`src/rtl/pipe_ctrl_pkg.sv`:
```
// Shared definitions for the five-stage pipeline sequencer: FSM encoding and
// architectural constants.
package pipe_ctrl_pkg;

    typedef enum logic [1:0] {
        RUN      = 2'd0,
        MEM_WAIT = 2'd1,
        HALT     = 2'd2
    } pipe_state_e;

    localparam logic [4:0] REG_X0 = 5'd0;

endpackage

```
`src/rtl/hazard_detect.sv`:
```
// Load-use comparator: flags an ID instruction that reads the destination of a
// load still sitting in EX.
module hazard_detect
    import pipe_ctrl_pkg::*;
(
    input  logic [4:0] id_rs1,
    input  logic [4:0] id_rs2,
    input  logic       id_use_rs1,
    input  logic       id_use_rs2,
    input  logic [4:0] ex_rd,
    input  logic       ex_reg_we,
    input  logic       ex_mem_re,
    output logic       load_use
);

    logic rs1_hit;
    logic rs2_hit;

    // x0 is hard-wired to zero, so a load targeting it never creates a dependency.
    always_comb begin
        rs1_hit  = id_use_rs1 & (id_rs1 == ex_rd);
        rs2_hit  = id_use_rs2 & (id_rs2 == ex_rd);
        load_use = ex_mem_re & ex_reg_we & (ex_rd != REG_X0) & (rs1_hit | rs2_hit);
    end

endmodule

```
`src/rtl/pipe_hazard_ctrl.sv`:
```
// Central sequencer for the five-stage core: stage enables/flushes for load-use,
// taken branches, data-memory wait with timeout, and system-instruction halt.
module pipe_hazard_ctrl
    import pipe_ctrl_pkg::*;
#(
    parameter int DMEM_TIMEOUT = 16
) (
    input  logic        clk,
    input  logic        rst,
    input  logic [4:0]  id_rs1,
    input  logic [4:0]  id_rs2,
    input  logic        id_use_rs1,
    input  logic        id_use_rs2,
    input  logic [4:0]  ex_rd,
    input  logic        ex_reg_we,
    input  logic        ex_mem_re,
    input  logic        ex_branch_taken,
    input  logic        mem_mem_re,
    input  logic        mem_mem_we,
    input  logic        mem_sysi,
    input  logic        dmem_ack,
    input  logic        resume,
    output logic        pc_en,
    output logic        if_id_en,
    output logic        id_ex_en,
    output logic        ex_mem_en,
    output logic        mem_wb_en,
    output logic        if_id_flush,
    output logic        id_ex_flush,
    output logic        dmem_req,
    output logic        halted,
    output logic        bus_err,
    output logic [31:0] stall_count
);

    // The timeout fires when the wait counter would step onto DMEM_TIMEOUT-1.
    localparam logic [7:0] WAIT_LAST = 8'(DMEM_TIMEOUT - 2);

    pipe_state_e state_q, state_d;
    logic [7:0]  wait_cnt_q, wait_cnt_d;
    logic [31:0] stall_count_q, stall_count_d;
    logic        bus_err_q, bus_err_d;
    logic        load_use;
    logic        mem_stall;

    hazard_detect u_hazard_detect (
        .id_rs1     (id_rs1),
        .id_rs2     (id_rs2),
        .id_use_rs1 (id_use_rs1),
        .id_use_rs2 (id_use_rs2),
        .ex_rd      (ex_rd),
        .ex_reg_we  (ex_reg_we),
        .ex_mem_re  (ex_mem_re),
        .load_use   (load_use)
    );

    // Next-state and zero-latency pipeline controls.
    always_comb begin
        pc_en       = 1'b1;
        if_id_en    = 1'b1;
        id_ex_en    = 1'b1;
        ex_mem_en   = 1'b1;
        mem_wb_en   = 1'b1;
        if_id_flush = 1'b0;
        id_ex_flush = 1'b0;
        dmem_req    = 1'b0;
        mem_stall   = 1'b0;
        state_d     = state_q;
        wait_cnt_d  = wait_cnt_q;
        bus_err_d   = bus_err_q;

        case (state_q)
            RUN, MEM_WAIT: begin
                if (state_q == MEM_WAIT) begin
                    dmem_req  = 1'b1;
                    mem_stall = ~dmem_ack;
                end else begin
                    dmem_req  = mem_mem_re | mem_mem_we;
                    mem_stall = (mem_mem_re | mem_mem_we) & ~dmem_ack;
                end

                if (mem_stall) begin
                    pc_en     = 1'b0;
                    if_id_en  = 1'b0;
                    id_ex_en  = 1'b0;
                    ex_mem_en = 1'b0;
                    mem_wb_en = 1'b0;
                    if (state_q == RUN) begin
                        state_d    = MEM_WAIT;
                        wait_cnt_d = 8'd0;
                    end else if (wait_cnt_q == WAIT_LAST) begin
                        state_d    = HALT;
                        wait_cnt_d = 8'd0;
                        bus_err_d  = 1'b1;
                    end else begin
                        wait_cnt_d = wait_cnt_q + 8'd1;
                    end
                end else begin
                    // An ack out of MEM_WAIT resolves like RUN, so hazards held
                    // during the wait take effect in this same cycle.
                    if (state_q == MEM_WAIT) begin
                        state_d    = RUN;
                        wait_cnt_d = 8'd0;
                    end else begin
                        wait_cnt_d = wait_cnt_q;
                    end

                    if (mem_sysi) begin
                        pc_en     = 1'b0;
                        if_id_en  = 1'b0;
                        id_ex_en  = 1'b0;
                        ex_mem_en = 1'b0;
                        state_d   = HALT;
                    end else if (ex_branch_taken) begin
                        if_id_flush = 1'b1;
                        id_ex_flush = 1'b1;
                    end else if (load_use) begin
                        pc_en       = 1'b0;
                        if_id_en    = 1'b0;
                        id_ex_flush = 1'b1;
                    end else begin
                        pc_en = 1'b1;
                    end
                end
            end
            HALT: begin
                pc_en     = 1'b0;
                if_id_en  = 1'b0;
                id_ex_en  = 1'b0;
                ex_mem_en = 1'b0;
                mem_wb_en = 1'b0;
                if (resume) begin
                    state_d   = RUN;
                    bus_err_d = 1'b0;
                end else begin
                    state_d   = HALT;
                end
            end
            default: begin
                pc_en     = 1'b0;
                if_id_en  = 1'b0;
                id_ex_en  = 1'b0;
                ex_mem_en = 1'b0;
                mem_wb_en = 1'b0;
                state_d   = RUN;
            end
        endcase

        if ((pc_en == 1'b0) && (state_q != HALT) && (stall_count_q != 32'hFFFF_FFFF)) begin
            stall_count_d = stall_count_q + 32'd1;
        end else begin
            stall_count_d = stall_count_q;
        end

        // Reset silences every control immediately, including an in-flight request.
        if (!rst) begin
            pc_en         = 1'b0;
            if_id_en      = 1'b0;
            id_ex_en      = 1'b0;
            ex_mem_en     = 1'b0;
            mem_wb_en     = 1'b0;
            if_id_flush   = 1'b0;
            id_ex_flush   = 1'b0;
            dmem_req      = 1'b0;
            state_d       = RUN;
            wait_cnt_d    = 8'd0;
            stall_count_d = 32'd0;
            bus_err_d     = 1'b0;
        end else begin
            bus_err_d = bus_err_d;
        end
    end

    // Status outputs are registered state, gated low while reset is held.
    always_comb begin
        halted      = rst & (state_q == HALT);
        bus_err     = rst & bus_err_q;
        stall_count = stall_count_q;
    end

    // State, counters and sticky status registers.
    always_ff @(posedge clk) begin
        state_q       <= state_d;
        wait_cnt_q    <= wait_cnt_d;
        stall_count_q <= stall_count_d;
        bus_err_q     <= bus_err_d;
    end

endmodule

```
`config.mk`:
```
export PLATFORM = sky130hd
export DESIGN_NAME = pipe_hazard_ctrl
export DESIGN_NICKNAME = d
export VERILOG_FILES = /design/src/rtl/pipe_ctrl_pkg.sv /design/src/rtl/hazard_detect.sv /design/src/rtl/pipe_hazard_ctrl.sv
export SDC_FILE = /design/constraint.sdc
export NUM_CORES = 1
export LEC_CHECK = 0
export BUFFER_PORTS_ARGS = -buffer_cell sky130_fd_sc_hd__buf_4
export CAP_MARGIN = 20
export CORE_MARGIN = 5
export CORE_UTILIZATION = 35
export CTS_CLUSTER_DIAMETER = 150
export CTS_CLUSTER_SIZE = 10
export DETAILED_ROUTE_END_ITERATION = 7
export HOLD_SLACK_MARGIN = 0.05
export SKIP_LAST_GASP = 1
export SLEW_MARGIN = 10
export SYNTH_ARGS = -nofsm -noshare
export SYNTH_HDL_FRONTEND = slang
export SYNTH_SLANG_ARGS = --single-unit
```
`constraint.sdc`:
```
create_clock -name clk -period 2.6 [get_ports clk]
set_input_delay 0.26 -clock clk [delete_from_list [all_inputs] [get_ports clk]]
set_output_delay 0.26 -clock clk [all_outputs]
set_load 0.05 [all_outputs]
```
[Yosys cells after proc, flatten, opt, wreduce, memory -nomap -nowiden]
Cells that the tools add are included.
Cells by class
  equal/unequal tests: 13
  reductions and logical operators: 10
  bitwise operators: 12
  multiplexer cells: 45
  add/sub/neg operators: 2
Operator list (number)
  1-bit two-way mux: 33
  32-bit by 1-bit adder with 32-bit output, second input constant: 1
  8-bit two-way mux: 4
  32-bit inequality test, second input constant: 1
  2-bit two-way mux: 6
  5-bit == test: 2
  2-bit inequality test, second input constant: 5
  8-bit by 1-bit adder with 8-bit output, second input constant: 1
  1-bit AND: 8
  8-bit by 4-bit == test with 1-bit output, second input constant: 1
  4-bit inequality test, second input constant: 2
  5-bit AND reduction: 1
  5-bit nonzero test: 1
  2-bit case mux with 2 select lines: 1
  2-bit AND reduction: 2
  2-bit nonzero test: 2
  2-bit by 1-bit == test with 1-bit output, second input constant: 1
  2-bit == test, second input constant: 1
  1-bit logical AND: 2
  2-bit zero test: 1
  1-bit NOT: 2
  1-bit bitwise OR: 2
  1-bit case mux with 2 select lines: 1
  2-bit OR reduction: 1
Storage, ports and cells
  flip-flop bits (word level): 43

[Depth between registers and ports, before layout]
Gate-level depths: netlist of the first run.
  depth after elaboration: 12
  mapped depth: 9
  gate-level depth less buffers: 7

[Modules after synthesis]
A second synthesis of the first run with hierarchy kept.
Unflattened totals
  cells, all modules: 306
  area total of the unflattened synthesis: 2507.4 um2
Modules (own cells, without submodules)
  pipe_hazard_ctrl: cells each 289, times used 1, area an instance 2372.3 um2
  hazard_detect: cells each 17, times used 1, area an instance 135.1 um2

[Worst setup path after synthesis of the first run]
No wires, ideal clock.
  path type: register to output
  start: register state_q[1]
  end: output port pc_en
  data required time: 2.340 ns
  arrival time: 2.852 ns
  stages on the path, launching flop included: 6
  path slack: -0.512 ns
  path buffers: 1
  cells stage by stage: dfxtp_1 nand2b_1 a21oi_1 nor3_1 o31a_1 buf_4
Between the ends
  longest elaborated chain between the ends: 6
Ends and longest elaborated chain
  start, declared: line pipe_hazard_ctrl.sv:39  | pipe_state_e state_q, state_d;
  start signal, assigned: line pipe_hazard_ctrl.sv:183  | state_q <= state_d;
  2-bit by 1-bit == test with 1-bit output
  1-bit two-way mux: line pipe_hazard_ctrl.sv:74  | if (state_q == MEM_WAIT) begin
  1-bit two-way mux: line pipe_hazard_ctrl.sv:72  | case (state_q)
  1-bit two-way mux
  1-bit two-way mux (*) (2 in a row)
  end, declared: line pipe_hazard_ctrl.sv:23  | output logic pc_en,
Mark *: on every way between the ends. The rest lies on a longest branch, timed or not. The select of a mux whose other input is x is not followed.

[Final worst setup path of the first run]
  start: register stall_count_q[0], in the netlist stall_count[0]
  end: register stall_count_q[26], in the netlist stall_count[26]
Between the ends
  longest elaborated chain between the ends: 2
Ends and longest elaborated chain
  start, declared: line pipe_hazard_ctrl.sv:41  | logic [31:0] stall_count_q, stall_count_d;
  start signal, assigned: line pipe_hazard_ctrl.sv:185  | stall_count_q <= stall_count_d;
  parallel branches: the longest is 2 deep, another holds 32-bit by 1-bit adder with 32-bit output
Parallel ways; which one is timed is not known.
A chain may end at the register's enable or synchronous reset.

==> results of run 1 <==
-- metrics by stage --
step / total power (W) / hold slack [ns] / worst slack (ns)
after floorplan: 0.000846 / 0.356 / 0.0267
after global placement: 0.000933 / 0.466 / 0.285
after detailed placement: 0.000934 / 0.483 / 0.219
after CTS: 0.00136 / 0.161 / 0.201
after global routing: 0.00141 / 0.162 / 0.0707
final: 0.00134 / 0.167 / 0.274
-- path summary, 6_finish.rpt --
| path | start | cells past startpoint | to |
|---|---|---|---|
| setup / recovery | stall_count[0] | 7 | stall_count[26] |
| hold / removal | resume | 2 | bus_err_q |
| setup reg to reg | stall_count[0] | 7 | stall_count[26] |
| hold reg to reg | stall_count[15] | 2 | stall_count[15] |
-- cell usage in the layout (no fill, tap or decap), types with 8 or more instances in the layout --
master / synthesis / final
buf_4: 3 / 74
dfxtp_1: 43 / 43
a21oi_1: 27 / 27
nand2_1: 24 / 24
nand3_1: 19 / 19
nor2_1: 16 / 16
or4_1: 16 / 16
xor2_1: 14 / 14
o31ai_1: 14 / 14
nand2b_1: 11 / 11
mux2i_1: 10 / 10
and3_1: 9 / 9
inv_1: 8 / 8
nand4_1: 8 / 8
-- flip-flops by register name, indices dropped and copies added, names as in the netlist --
signal and flops:
bus_err_q 1, stall_count 32, state_q 2, wait_cnt_q 8
-- cells by family (layout without fill, tap and decap cells) --
kind of cell,Yosys count,after routing
compound gates,67,67
xor+xnor,16,16
simple gates,143,143
mux,10,10
fa+ha+maj,3,3
flops,43,43
buf+inv,26,92
-- final cells by class --
type | count | area (um2)
inverter | 9 | 33.8
fill | 739 | 3920
tap | 99 | 124
clock inverter | 2 | 12.5
timing repair buffer | 75 | 576
clock buffer | 6 | 72.6
sequential | 43 | 861
multi-input combinational | 239 | 1540
-- power groups by stage --
stage                     logic (W)  registers (W)  clock network (W)
after floorplan            0.000138       0.000708                  0
after global placement     0.000240       0.000693                  0
after detailed placement   0.000239       0.000695                  0
after CTS                  0.000239       0.000679           0.000441
after global routing       0.000260       0.000682           0.000465
final                      0.000238       0.000680           0.000426
-- critical path, delay by kind of cell (launching register included) --
family / cells / cell delay [ns]
DFF: 1 / 0.45
buffers and inverters: 1 / 0.09
adders and majority gates: 1 / 0.26
and+or+nand+nor: 4 / 1.32
AOI/OAI and AO/OA: 1 / 0.14
-- per-layer routing --
| metal | vias up | share of wire [%] |
|---|---|---|
| li1 | 1275 | - |
| met3 | 6 | 6.7 |
| met1 | 1176 | 46 |
| met2 | 76 | 46 |
| met5 | - | 0 |
| met4 | 0 | 1.1 |
-- timing repair --
action / CTS / global route
gates resized for setup: 0 / 1
endpoints found under the setup margin: 0 / 1
hold buffers: 0 / 0
==> results.yml, run 1 <==
worst_setup_path:
  worstPathCellList: "ha_1 > inv_1 > nor3_1 > nand3_1 > or3_1 > or3_1 > a21oi_1"
  rrSetupSlack_ns: 0.27
  end_kind: "flop"
  crit_path_max_fanout: 8
  slowest_stage: "dfxtp_1"
  path_class: "flop to flop"
  start_kind: "flop"
  critPathRequiredTime_ns: 2.82
  cpMostUsedCell: "or3_1"
  crit_path_max_incr_delay_ns: 0.45
  worstPathArrival_ns: 2.55
power:
  power_frac_seq_pct: 50.6
  power.density_nw_per_um2: 417
  power_switching_w: 0.000398
  swShare_pct: 29.6
  power_leakage_nw: 1.20
  comb_power_share_pct: 17.7
  pwr-share-clk_pct: 31.7
  ir_drop_uv: 194
  internal-power_w: 0.000946
sta:
  finalCritPeriodShare_pct: 89.5
  max_slew_margin_pct: 65.9
  max_freq_mhz: 430
  tns_ns: 0
  period_minus_slack_ns: 2.33
  final_max_slew_viol_count: 0
  tightest_slew_ns: 0.511
  rsz0062_at_grt: "no"
  hold_viol: 0
  setup_violations: 0
  skew_ns: 0.0139
place:
  gp_congestion: 0.793
  dp_hpwl_mm: 4.83
  placed_cell_area_um2: 3130
  post-place-cells: 465
  numPortBuffers: 68
finish:
  layoutNonFillerInstCount: 473
  fin_area_um2: 3220
  fin_nets: 403
  drive_above_1_share_pct: 24.1
  final_core_util_pct: 45.1
  syn2layout_area_growth_pct: 27.8
  antennaDiodeCount: 0
floorplan:
  core_area_um2: 7140
  die_y_um: 94.8
  dieWidth_um: 94.8
  ios: 69
  die_area_um2: 8990
  start_util_pct: 35.3
  fp-row-count: 31
global_route:
  grt-ovfl-total: 0
  use_met2_pct: 25.2
  grt_pass1_vias: 2392
  antenna_found_initial: 0
  use_met3_pct: 3.27
  grtUsageTotal_pct: 14.8
  grt_pass1_wl_mm: 11.0
  met1_usage_pct: 18.8
  grt_start_max_net_pins: 35
  grt_busiest_layer: "met2"
logic_synthesis:
  syn_inst: 308
  muxShareOfSynthArea_pct: 3.97
  synth_compound_area_share_pct: 17.3
  ys_seq_elements: 43
  synth_xor_area_share_pct: 5.56
  synthArstFlopShare_pct: 0
  synth.distinct_cells: 53
  netlist_top_cells_count: "43 x dfxtp_1, 27 x a21oi_1, 24 x nand2_1"
  synth-edff-count: 0
  yosysTopAreaCellShare_pct: 34.2
  ys_warn_count: 0
  synth_top_family_by_area: "simple AND/OR/NAND/NOR gates"
  syn_area_per_cell_um2: 8.18
  yosys-top-cells-area: "dfxtp_1 34%, a21oi_1 5.4%, xor2_1 4.9%"
  synth_most_common_cell: "dfxtp_1"
  synth_fp_nets: 338
  synth_top_cell_by_area: "dfxtp_1"
  synthSimpleGateAreaFrac_pct: 32.3
  synth-adder-area-share_pct: 1.49
  ys_seq_area_share_pct: 34.2
  synth_flop_cell: "dfxtp_1"
  synth_area_um2: 2520
drt:
  first_pass_iters: 4
  wl_per_cell_um: 13.8
  drc: 0
  totalWireLength_mm: 6.52
  ant_nets: 0
  vias_per_cell: 5.36
  drt_iter0_markers: 102
  num_vias: 2533
clocking:
  clock_latency_ns: 0.30
  cts_tree: "built"
  cts.reportedPaths.clkPinSlew_ns: 0.08
  cts_buffers: 5
  post_cts_buffers: 0
  cts.path.max_buffers: 2
  cts.htree.levels: 2
  cts_root_buffer: "clkbuf_8"
  numClockSinks: 43
run:
  drv_cap: 0
hold_path:
  hp-class: "primary input to flop"
outcome:
  status: "completed"
(Power assumes the default switching activity.)
==> inputs of run 2 (changes only) <==
--- a/config.mk
+++ b/config.mk
@@ -8,11 +8,12 @@
 export BUFFER_PORTS_ARGS = -buffer_cell sky130_fd_sc_hd__buf_4
 export CAP_MARGIN = 20
 export CORE_MARGIN = 5
-export CORE_UTILIZATION = 35
+export CORE_UTILIZATION = 52
 export CTS_CLUSTER_DIAMETER = 150
 export CTS_CLUSTER_SIZE = 10
 export DETAILED_ROUTE_END_ITERATION = 7
 export HOLD_SLACK_MARGIN = 0.05
+export PLACE_DENSITY = 0.79
 export SKIP_LAST_GASP = 1
 export SLEW_MARGIN = 10
 export SYNTH_ARGS = -nofsm -noshare
==> results.yml, run 2 (synthesis gave the netlist of run 1 again) <==
outcome:
  status: "completed"
drt:
  wl_met2_mm: 2.81
  totalWireLength_mm: 6.04
  ant_nets: 0
  drt_iter0_markers: 121
  drc: 0
  highest_layer: "met4"
  num_vias: 2525
  wl_met3_um: 422
  wl_per_cell_um: 13.8
  drt-met1-wl_mm: 2.74
  vias_per_cell: 5.75
  first_pass_iters: 4
finish:
  fin_nets: 401
  antennaDiodeCount: 0
  syn2layout_area_growth_pct: 25.7
  largest_reg_flops: 32
  fin_area_um2: 3170
  final_common_cell: "buf_4"
  drive_above_1_share_pct: 23.7
  most-common-layout-cells: "72 x buf_4, 43 x dfxtp_1, 27 x a21oi_1, 24 x nand2_1, 19 x nand3_1"
clocking:
  post_cts_buffers: 0
  cts.reportedPaths.clkPinSlew_ns: 0.09
  cts_tree: "built"
  cts.repair.resized: 0
  numClockSinks: 43
  cts_buffers: 5
  cts_root_buffer: "clkbuf_8"
  clock_latency_ns: 0.30
  cts.path.max_buffers: 2
  cts.htree.levels: 2
  ctsHoldBuffers: 0
global_route:
  grt_pass1_wl_mm: 10.0
  grtUsageTotal_pct: 19.3
  grt_start_max_net_pins: 45
  grt_pass1_vias: 2207
  antenna_found_initial: 0
  grt-ovfl-total: 0
sta:
  finalCritPeriodShare_pct: 91.1
  skew_ns: 0.00802
  setup_violations: 0
  tightest_slew_ns: 0.795
  max_slew_margin_pct: 46.7
  final_max_slew_viol_count: 0
  tns_ns: 0
  period_minus_slack_ns: 2.37
  hold_viol: 0
  max_freq_mhz: 422
  rsz0062_at_grt: "no"
  finalWorstSetupSlack_ns: 0.230
place:
  gp_congestion: 0.859
  dp_hpwl_mm: 4.39
  place_ws_ns: 0.217
  placed_cell_area_um2: 3070
  numPortBuffers: 68
worst_setup_path:
  path_class: "flop to flop"
  end_kind: "flop"
  worstPathCellList: "ha_1 > inv_1 > nor3_1 > nand3_1 > or3_1 > or3_1 > a21oi_1"
  start_kind: "flop"
  cpMostUsedCell: "or3_1"
  crit_path_max_fanout: 8
  rrSetupSlack_ns: 0.23
  worstPathArrival_ns: 2.61
  slowest_stage: "or3_1"
  crit_path_max_incr_delay_ns: 0.44
  critPathRequiredTime_ns: 2.84
power:
  power.density_nw_per_um2: 427
  totalPowerFinal_w: 0.00135
  power_leakage_nw: 1.19
  ir_drop_uv: 219
hold_path:
  hp-class: "primary input to flop"
floorplan:
  die_y_um: 79.6
  core_area_um2: 4720
  dieWidth_um: 79.6
  fp-row-count: 25
  ios: 69
  die_area_um2: 6340
  start_util_pct: 53.3
run:
  drv_cap: 0
-- run 2: cell count changes in the layout (fill, tap and decap cells not counted) --
| cell | change |
|---|---|
| a211oi_1 | +1 |
| a211oi_2 | -1 |
| buf_4 | -2 |
| clkbuf_1 | -1 |
| clkinv_2 | -1 |
| clkinvlp_4 | +1 |
| inv_6 | +1 |
-- run 2: critical path: cells and delay by family, from the launching register on --
family / cells / cell delay, ns
simple gates: 4 / 1.41
flops: 1 / 0.43
fa+ha+maj: 1 / 0.25
compound gates: 1 / 0.14
buf+inv: 1 / 0.09
-- run 2: area by class of cell --
type	instances	area, um2
fillers	417	1560
clock inverters	3	23.8
inverters	9	33.8
multi-input cells	239	1540
flip-flops and latches	43	861
clock buffers	5	68.8
well taps	67	83.8
repair buffers	73	561
-- run 2: metal layers --
layer  vias to the layer above  track usage (%)
met5                         -                0
met4                         0             5.67
met3                         6             4.40
met2                        86             32.5
met1                      1162             24.4
li1                       1271                -
-- run 2: path summary, 6_finish.rpt --
path / startpoint / endpoint / cells past startpoint
max: stall_count[0] / stall_count[26] / 7
min: resume / bus_err_q / 2
max reg2reg: stall_count[0] / stall_count[26] / 7
min reg2reg: stall_count[9] / stall_count[9] / 2
-- run 2: report_power, final --
part	total, W	internal [W]	switching, W
clock network	0.000443	0.000192	0.000251
logic	0.000231	0.0000866	0.000144
registers	0.000679	0.000666	0.0000124
-- run 2: per-stage QoR --
step           instances  util [%]  hold slack (ns)
2_1_floorplan        308         -            0.356
4_1_cts              439      67.0            0.142
6_report             439      67.0            0.151
3_3_place_gp         431      65.1            0.469
5_1_grt              439      67.0            0.148
3_5_place_dp         431      65.1            0.471
==> inputs of run 3 (changes only) <==
--- a/config.mk
+++ b/config.mk
@@ -8,14 +8,14 @@
 export BUFFER_PORTS_ARGS = -buffer_cell sky130_fd_sc_hd__buf_4
 export CAP_MARGIN = 20
 export CORE_MARGIN = 5
-export CORE_UTILIZATION = 52
+export CORE_UTILIZATION = 28
 export CTS_CLUSTER_DIAMETER = 150
 export CTS_CLUSTER_SIZE = 10
 export DETAILED_ROUTE_END_ITERATION = 7
 export HOLD_SLACK_MARGIN = 0.05
-export PLACE_DENSITY = 0.79
 export SKIP_LAST_GASP = 1
 export SLEW_MARGIN = 10
 export SYNTH_ARGS = -nofsm -noshare
 export SYNTH_HDL_FRONTEND = slang
+export SYNTH_HIERARCHICAL = 1
 export SYNTH_SLANG_ARGS = --single-unit
==> results.yml, run 3 <==
logic_synthesis:
  synth_fp_nets: 336
  synth_top_cell_by_area: "dfxtp_1"
  ys_seq_elements: 43
  synthArstFlopShare_pct: 0
  synth.distinct_cells: 46
  yosys-top-cells-area: "dfxtp_1 34%, a21oi_1 5.2%, xor2_1 4.9%"
  netlist_top_cells_count: "43 x dfxtp_1, 26 x a21oi_1, 25 x nand2_1"
  synth_top_family_by_area: "simple AND/OR/NAND/NOR gates"
  ys_warn_count: 6
  synth_area_um2: 2510
  synth_compound_area_share_pct: 15.2
  syn_area_per_cell_um2: 8.19
  syn_inst: 306
  ys_seq_area_share_pct: 34.3
  synth_most_common_cell: "dfxtp_1"
  synth_xor_area_share_pct: 6.29
  synth-adder-area-share_pct: 1.50
  synth-edff-count: 0
  synth_flop_cell: "dfxtp_1"
  synthSimpleGateAreaFrac_pct: 35.2
  muxShareOfSynthArea_pct: 3.59
  yosysTopAreaCellShare_pct: 34.3
sta:
  period_minus_slack_ns: 2.29
  tns_ns: 0
  tightest_slew_ns: 0.631
  hold_viol: 0
  rsz0062_at_grt: "no"
  finalWorstSetupSlack_ns: 0.312
  finalCritPeriodShare_pct: 88.0
  setup_violations: 0
  max_slew_margin_pct: 57.5
  max_freq_mhz: 437
  final_max_slew_viol_count: 0
  skew_ns: 0.00656
place:
  post-place-cells: 475
  numPortBuffers: 68
  dp_hpwl_mm: 5.13
  place_ws_ns: -0.0160
  gp_congestion: 0.810
finish:
  fin_nets: 404
  most-common-layout-cells: "73 x buf_4, 43 x dfxtp_1, 26 x a21oi_1, 25 x nand2_1, 22 x nand3_1"
  largest_reg_flops: 32
  syn2layout_area_growth_pct: 28.5
  layoutNonFillerInstCount: 483
  fill_cells: 894
  antennaDiodeCount: 0
  final_common_cell: "buf_4"
  final_core_util_pct: 37.0
  drive_above_1_share_pct: 23.5
clocking:
  post_cts_buffers: 0
  cts.path.max_buffers: 2
  clock_latency_ns: 0.30
  cts.htree.levels: 2
  cts_buffers: 5
  cts_tree: "built"
  ctsHoldBuffers: 0
  cts_root_buffer: "clkbuf_8"
  numClockSinks: 43
  cts.reportedPaths.clkPinSlew_ns: 0.08
  cts.repair.resized: 0
worst_setup_path:
  path_class: "primary input to flop"
  end_kind: "flop"
  reg2reg_from: "stall_count[0]"
  worstRegToRegCells: 6
  start_kind: "primary input"
  worstPathArrival_ns: 2.51
  r2r_end: "stall_count[22]"
  critPathRequiredTime_ns: 2.83
  crit_path_start: "ex_rd[2]"
  crit_path_max_fanout: 8
  rrSetupSlack_ns: 0.37
power:
  ir_drop_uv: 161
  power.density_nw_per_um2: 407
  power_leakage_nw: 1.17
hold_path:
  worstHoldEndpoint: "bus_err_q"
  hold_depth: 2
  hold_start: "resume"
  hp-class: "primary input to flop"
drt:
  vias_per_cell: 5.27
  ant_nets: 0
  drc: 0
  first_pass_iters: 4
  totalWireLength_mm: 6.82
  num_vias: 2547
  drt_iter0_markers: 127
  wl_per_cell_um: 14.1
global_route:
  grt_pass1_wl_mm: 11.5
  grt_start_max_net_pins: 27
  grt_pass1_vias: 2421
  grtUsageTotal_pct: 12.3
  antenna_found_initial: 0
  grt-ovfl-total: 0
floorplan:
  fp-row-count: 34
  start_util_pct: 28.8
  core_area_um2: 8720
  ios: 69
  dieWidth_um: 105
  die_area_um2: 10900
  die_y_um: 105
run:
  drv_cap: 0
outcome:
  status: "completed"
==> run 3: cell types whose count changed after synthesis, sizes merged, moves of 4 or more <==
cell   before  now
nor4        5   11
o21ai       6   12
or3         6   12
and3        9    4
inv         9    4
nand4       8   13
and2        7    3
buf        10    6
o41ai       4    0
==> run 3: cell families (layout without fill, tap and decap cells) <==
group	count (synthesis)	in the layout
simple gates	154	154
buf+inv	18	87
fa+ha+maj	3	3
compound gates	61	61
xor+xnor	18	18
flops	43	43
mux	9	9
==> run 3: final cells by class <==
cell class / instances / area, um2 / share of cell area [%]
Sequential cell: 43 / 861 / 26.7
Timing Repair Buffer: 74 / 568 / 17.6
Tap cell: 108 / 135 / 4.19
Clock buffer: 7 / 76.3 / 2.37
Multi-Input combinational cell: 245 / 1560 / 48.4
Clock inverter: 1 / 5.00 / 0.155
Inverter: 5 / 18.8 / 0.582
==> run 3: per-layer routing <==
metal  vias to the layer above  routed length (um)  track usage, %
li1                       1283                   -               -
met1                      1197                3020            15.4
met2                        55                3340            20.8
met3                        12                 345            2.96
met4                         0                 114            3.84
met5                         -                   0               0
==> run 3: worst max path at each step <==
stage,endpoint,slack (ns),cells past startpoint
final,stall_count[22],0.31,11
after global routing,stall_count[22],0.08,11
after CTS,stall_count[22],0.28,11
after detailed placement,stall_count[22],-0.02,11
after global placement,stall_count[22],0.09,11
after floorplan,pc_en,0.21,5
==> run 3: worst max-delay path: stages <==
cell and delay (ns):
buf_4 0.12, xor2_1 0.15, nor4_1 0.30, nand3_1 0.11
a21oi_1 0.20, inv_1 0.09, o221ai_2 0.21, buf_4 0.18
nand3_1 0.21, or4_1 0.53, a21oi_1 0.15
==> run 3: metrics by stage <==
step	instance area, um2	hold slack (ns)	power (W)
after CTS	3220	0.151	0.00133
after detailed placement	3140	0.472	0.000917
after global routing	3220	0.154	0.00138
after global placement	3140	0.462	0.000914
final	3220	0.160	0.00131
after floorplan	2520	0.343	0.000824
==> run 3: power breakdown <==
| part | leakage (nW) | switching, W | internal (W) | total (W) |
|---|---|---|---|---|
| logic | 0.780 | 0.000130 | 0.0000880 | 0.000218 |
| registers | 0.347 | 0.0000135 | 0.000667 | 0.000681 |
| clock network | 0.0422 | 0.000225 | 0.000189 | 0.000414 |
| total | 1.17 | 0.000369 | 0.000944 | 0.00131 |
